**src/rtl/dmem_arbiter.sv**
```systemverilog
// Round-robin, burst-limited arbiter for the shared data-memory port.
// Optional statistics counters are built when DMEM_ARB_STATS_EN is defined.
module dmem_arbiter #(
    parameter int MAX_BURST = 4,
    parameter int CNT_W     = 16
) (
    input  logic             clk,
    input  logic             reset,
    input  logic             m0_req,
    input  logic             m0_wr,
    input  logic [31:0]      m0_addr,
    input  logic [31:0]      m0_wdata,
    output logic             m0_ack,
    output logic [31:0]      m0_rdata,
    output logic             m0_err,
    input  logic             m1_req,
    input  logic             m1_wr,
    input  logic [31:0]      m1_addr,
    input  logic [31:0]      m1_wdata,
    output logic             m1_ack,
    output logic [31:0]      m1_rdata,
    output logic             m1_err,
    output logic             dm_rd,
    output logic             dm_wr,
    output logic [31:0]      dm_addr,
    output logic [31:0]      dm_wdata,
    input  logic [31:0]      dm_rdata,
    input  logic             dm_accessable,
    output logic [CNT_W-1:0] m0_grant_cnt,
    output logic [CNT_W-1:0] m1_grant_cnt,
    output logic [CNT_W-1:0] conflict_cnt
);

    localparam int BW = $clog2(MAX_BURST) + 1;
    localparam logic [BW-1:0] BLIM = BW'(MAX_BURST - 1);

    localparam logic [1:0] S_IDLE = 2'd0;
    localparam logic [1:0] S_GNT0 = 2'd1;
    localparam logic [1:0] S_GNT1 = 2'd2;

    logic [1:0]    r_state;
    logic          r_last;
    logic [BW-1:0] r_burst;

    logic [1:0]    w_nstate;
    logic          w_nlast;
    logic [BW-1:0] w_nburst;
    logic          w_own;
    logic          w_oth;
    logic          w_g0;
    logic          w_g1;

    // r_last = 1 means master 1 was granted most recently
    assign w_own = (r_state == S_GNT1) ? m1_req : m0_req;
    assign w_oth = (r_state == S_GNT1) ? m0_req : m1_req;

    always_comb begin
        w_nstate = r_state;
        w_nlast  = r_last;
        w_nburst = r_burst;
        case (r_state)
            S_GNT0, S_GNT1: begin
                w_nlast  = (r_state == S_GNT1);
                w_nburst = '0;
                if (w_own && w_oth && (r_burst < BLIM)) begin
                    w_nburst = r_burst + 1'b1;
                end else if (w_oth) begin
                    w_nstate = (r_state == S_GNT1) ? S_GNT0 : S_GNT1;
                end else if (!w_own) begin
                    w_nstate = S_IDLE;
                end
            end
            default: begin
                w_nstate = S_IDLE;
                if (m0_req && m1_req) begin
                    w_nstate = r_last ? S_GNT0 : S_GNT1;
                end else if (m0_req) begin
                    w_nstate = S_GNT0;
                end else if (m1_req) begin
                    w_nstate = S_GNT1;
                end
            end
        endcase
    end

    always_ff @(posedge clk) begin
        if (reset) begin
            r_state <= S_IDLE;
            r_last  <= 1'b1;
            r_burst <= '0;
        end else begin
            r_state <= w_nstate;
            r_last  <= w_nlast;
            r_burst <= w_nburst;
        end
    end

    // A grant only performs an access while its owner is still requesting
    assign w_g0 = ~reset & (r_state == S_GNT0) & m0_req;
    assign w_g1 = ~reset & (r_state == S_GNT1) & m1_req;

    assign dm_rd    = (w_g0 & ~m0_wr) | (w_g1 & ~m1_wr);
    assign dm_wr    = (w_g0 & m0_wr) | (w_g1 & m1_wr);
    assign dm_addr  = w_g0 ? m0_addr : (w_g1 ? m1_addr : '0);
    assign dm_wdata = w_g0 ? m0_wdata : (w_g1 ? m1_wdata : '0);

    assign m0_ack   = w_g0;
    assign m0_rdata = w_g0 ? dm_rdata : '0;
    assign m0_err   = w_g0 & ~dm_accessable;
    assign m1_ack   = w_g1;
    assign m1_rdata = w_g1 ? dm_rdata : '0;
    assign m1_err   = w_g1 & ~dm_accessable;

`ifdef DMEM_ARB_STATS_EN
    logic [CNT_W-1:0] r_g0_cnt;
    logic [CNT_W-1:0] r_g1_cnt;
    logic [CNT_W-1:0] r_cf_cnt;
    logic             w_conf;

    assign w_conf = (w_g0 & m1_req) | (w_g1 & m0_req);

    always_ff @(posedge clk) begin
        if (reset) begin
            r_g0_cnt <= '0;
            r_g1_cnt <= '0;
            r_cf_cnt <= '0;
        end else begin
            if (w_g0 && (r_g0_cnt != '1)) r_g0_cnt <= r_g0_cnt + 1'b1;
            if (w_g1 && (r_g1_cnt != '1)) r_g1_cnt <= r_g1_cnt + 1'b1;
            if (w_conf && (r_cf_cnt != '1)) r_cf_cnt <= r_cf_cnt + 1'b1;
        end
    end

    assign m0_grant_cnt = r_g0_cnt;
    assign m1_grant_cnt = r_g1_cnt;
    assign conflict_cnt = r_cf_cnt;
`else
    assign m0_grant_cnt = '0;
    assign m1_grant_cnt = '0;
    assign conflict_cnt = '0;
`endif

endmodule
```
**config.mk**
```make
export PLATFORM = sky130hd
export DESIGN_NAME = dmem_arbiter
export DESIGN_NICKNAME = d
export VERILOG_FILES = /design/src/rtl/dmem_arbiter.sv
export SDC_FILE = /design/constraint.sdc
export NUM_CORES = 1
export LEC_CHECK = 0
export CAP_MARGIN = 20
export CORE_AREA = 2 2 135 137
export DETAILED_ROUTE_END_ITERATION = 10
export DIE_AREA = 0 0 137 139
export SYNTH_ARGS = -nofsm -noshare
export SYNTH_HDL_FRONTEND = slang
export SYNTH_SLANG_ARGS = --single-unit
```
**constraint.sdc**
```tcl
create_clock -name clk -period 2.5 [get_ports clk]
set_input_delay 0.5 -clock clk [delete_from_list [all_inputs] [get_ports clk]]
set_output_delay 0.5 -clock clk [all_outputs]
set_load 0.005 [all_outputs]
```
Word-level counts from Yosys, hierarchy flattened
Cells that the tools add are included.
- muxes and demuxes: 18
- bitwise gates (word level): 16
- add/subtract/negate cells: 1
- equal/unequal tests: 4
- multipliers: 0
- shifts and indexed selects: 0
- $lt $le $gt $ge: 1
- div/mod/pow operators: 0
- reductions and logical operators: 5
- operators with widths (cell ; count):
    32-bit 2-to-1 mux ; 6
    2-bit 2-to-1 mux ; 9
    1-bit AND ; 10
    1-bit inverter ; 4
    3-bit by 1-bit adder with 3-bit output, second input constant ; 1
    1-bit logical AND ; 3
    3-bit by 2-bit less-than comparator with 1-bit output, second input constant ; 1
    3-bit 2-to-1 mux ; 1
    3-bit != test, second input constant ; 1
    2-bit by 1-bit == test with 1-bit output, second input constant ; 1
    2-bit == test, second input constant ; 1
    1-bit 2-to-1 mux ; 2
    2-bit != test, second input constant ; 1
    1-bit bitwise OR ; 2
    2-bit AND reduction ; 1
    2-bit OR reduction ; 1
- memory bits (writable): 0
- bits in latches: 0
- bits in read-only memories: 0
- output and inout bits: 182
- memories kept: 0
- bits of input ports: 167
- flip-flop bits (word level): 6

Longest topological paths before layout
- depth after elaboration: 6
- depth in mapped cells: 7

Worst setup path after synthesis
No wires, ideal clock.
- path type: in2out
- from: in reset
- to: out dm_addr[10]
- buffers on the path: 2
- slack: 477 ps
- cell stages on the path: 5
- data arrival time: 1523 ps
- required time: 2000 ps
- path through: buf_2 > or2_1 > a21oi_4 > buf_2 > a22o_1
- word-level cells in the longest chain between the ends: 5
- ends and longest elaborated chain (what ; line ; RTL):
    start: declaration ; 8 ; input logic reset,
    1-bit inverter (*) ; 99, 100 ;
    1-bit AND (2 in series) ; 100 ; assign w_g1 = ~reset & (r_state == S_GNT1) & m1_req;
    32-bit 2-to-1 mux ; 104 ; assign dm_addr = w_g0 ? m0_addr : (w_g1 ? m1_addr : '0);
    32-bit 2-to-1 mux (*) ; 104 ;
    end: declaration ; 25 ; output logic [31:0] dm_addr,
Every way passes the cells marked *; elsewhere a longest branch is shown, timed or not.

Worst setup path in the final report
- from: reg r_state[0]
- to: out dm_wdata[24]
- word-level cells in the longest chain between the ends: 5
- ends and longest elaborated chain (what ; line ; RTL):
    start: declaration ; 41 ; logic [1:0] r_state;
    start signal: assignment ; 92 ; r_state <= w_nstate;
    2-bit == test ; 100 ;
    1-bit AND (2 in series) ; 100 ;
    32-bit 2-to-1 mux ; 105 ; assign dm_wdata = w_g0 ? m0_wdata : (w_g1 ? m1_wdata : '0);
    32-bit 2-to-1 mux (*) ; 105 ;
    end: declaration ; 26 ; output logic [31:0] dm_wdata,
Marked as above.

==> results.cfg <==
[worst_setup_path]
critPathArrivalTime_ns = 1.94
crit_family = buffers and inverters
slowest_stage = dfxtp_2
worstSetupEndpointType = output pin
cp-start-kind = register
crit_buf_inv = 6
reg2reg_slack_ns = 0.50
path_class = reg -> out
crit_fanout = 8
crit_required_ns = 2.00
worstPathCellList = inv_2 > ha_4 > nand2_2 > or2_4 > a21oi_4 > buf_6 > buf_6 > buf_12 > buf_16 > a22o_1 > clkdlybuf4s15_2
path_common_cell = buf_6
slowest_delay_ns = 0.31

[cts]
cts_sinks = 6
clk_pin_slew_worst_paths_ns = 0.03
clockBufferDepth = 2
cts_tree = yes
clockRootBuffer = clkbuf_16
clock_latency_ns = 0.23
cts_made_buffers = 3
h-tree-depth = 1

[place]
dp.final_hpwl_microns = 10300
gp_congestion = 0.757
post_dp_cell_area_sq_um = 5080
port_buffers = 300
place_inst = 776

[global_routing]
grt-ovfl-total = 0
grt_pass1_wl_microns = 18600
grt_pass1_vias = 2890
grt_max_degree = 34
antenna_found_initial = 1
track_usage_pct = 12.8

[die]
dieArea_sq_um = 19000
initial_core_util_pct = 10.7
core_area_sq_um = 17700
io_pins = 349
die-height_microns = 139
die_x_microns = 137
rows = 49

[job]
drv_cap = 0

[sta]
clock_skew_ns = 0.000428
fmax_mhz = 410
hold_viol = 0
holdWs_ns = 0.483
finalSetupViolCount = 0
finalMaxSlewViolations = 0
period_minus_slack_ns = 2.44
rsz0062_at_grt = yes
period_share_pct = 97.5

[synthesis]
synth_cell_types = 33
synthAdderAreaFrac_pct = 2.66
syn_area_sq_um = 1880
ys_top_cells_by_count = a22o_1, buf_4, and2_1, and3_1, buf_2
async_flop_share_pct = 0
synth-xor-area-share_pct = 0
synth_top_family_by_area = compound AO/OA/AOI/OAI gates
synth_top_cell_area_share_pct = 30.2
synth_edf_count = 0
syn_inst = 250
avgSynthCellArea_sq_um = 7.53
synth.most_common_cell = a22o_1
synth_warnings = 0
ys_ff_latch = 6
yosys.area_share.simple_pct = 27.4
synthTopCellsByArea = a22o_1, buf_4, and2_1
synth_flop_cell = dfxtp_1
synth-compound-area-share_pct = 37.3
ys_seq_area_share_pct = 6.38
yosysTopAreaCell = a22o_1
synthMuxAreaShare_pct = 0

[power_and_ir_drop]
p_leak_nw = 2.79
power_density_nw_per_um2 = 356
finalPower_mw = 1.95
vdd_drop_max_mv = 0.383

[layout]
finalNonFillerCells = 809
areaGrowthSynthToFinish_pct = 190
design_area_sq_um = 5470
finalNetCount = 752
drive_above_1_share_pct = 20.7

[route]
vias = 3034
viasPerCell = 3.75
wl_microns = 13700
ant_nets = 0
dr.pass1.iters = 4
wl_per_cell_microns = 17.0
drt_iter0_drc = 116
drc = 0

[outcome]
run_status = finished clean

[min_path]
hold_class = reg -> reg
==> placed cells by master, fill, tap and decap left out, types with 2 or more instances in the layout <==
| master | count |
|---|---|
| ha_4 | 2 |
| or4b_1 | 2 |
| nor2_1 | 6 |
| buf_6 | 13 |
| inv_2 | 2 |
| clkdlybuf4s50_1 | 196 |
| a22oi_1 | 2 |
| clkdlybuf4s15_1 | 4 |
| ha_1 | 2 |
| buf_4 | 20 |
| clkdlybuf4s15_2 | 3 |
| buf_16 | 5 |
| buf_12 | 9 |
| a22o_1 | 64 |
| conb_1 | 48 |
| a21oi_1 | 2 |
| buf_8 | 3 |
| dfxtp_1 | 4 |
| clkbuf_2 | 22 |
| clkbuf_16 | 4 |
| dlymetal6s2s_1 | 9 |
| a21oi_4 | 2 |
| o21ai_0 | 2 |
| buf_2 | 19 |
| and3_1 | 32 |
| and2_1 | 31 |
| dlygate4sd2_1 | 47 |
==> worst paths after layout <==
path,start,endpoint,cells after the start
max,r_state[0],dm_wdata[24],11
max reg2reg,r_state[0],r_state[1],8
min,r_last,r_last,2
min reg2reg,r_last,r_last,2
==> timing repair <==
action / in CTS / in global routing
pin swaps: 13 / 7
cloned: 8 / 1
buffers inserted: 25 / 1
hold buffers: 0 / 0
gates resized for setup: 219 / 52
setup endpoints to repair: 134 / 77
==> where the power goes <==
part	switching [mW]	internal, mW
Combinational	0.625	0.916
Sequential	0.0240	0.127
Clock	0.0510	0.205
==> tightest hold or removal path: stages (launching register included) <==
cell	delay, ns
dfxtp_1	0.33
a21oi_1	0.06
o21ai_0	0.05
==> through the flow <==
| step | setup TNS, ns | utilization [%] | worst slack, ns |
|---|---|---|---|
| after floorplan | 0 | - | 0.477 |
| after global placement | -46.55 | 28.8 | -0.497 |
| after detailed placement | -47.19 | 28.8 | -0.514 |
| after CTS | -0.190 | 31.7 | -0.0476 |
| after global routing | -0.0344 | 31.0 | -0.0344 |
| final | 0 | 31.0 | 0.0633 |
==> layout make-up <==
type                       count  area (sq um)
clock buffer                   3          75.1
timing repair buffer         351          3450
sequential                     6           125
fill                        1879         12200
multi-input combinational    214          1500
antenna                        1          2.50
inverter                       5          31.3
tap                          229           287
==> cell families after synthesis <==
group	Yosys count
simple gates	82
buf+inv	77
compound gates	80
other cells	1
fa+ha+maj	4
flops	6
==> sequential cells by signal, summed over array words and instances (netlist names) <==
name     count
r_burst      3
r_state      2
r_last       1
==> metal layers <==
| metal | vias up | routed length (microns) | track usage [%] |
|---|---|---|---|
| met5 | - | 0 | 0 |
| met2 | 130 | 7360 | 24.1 |
| met3 | 5 | 891 | 1.61 |
| met1 | 1408 | 5380 | 15.6 |
| met4 | 0 | 111 | 1.95 |
| li1 | 1491 | - | - |
Power figures use the tool's default switching activity.
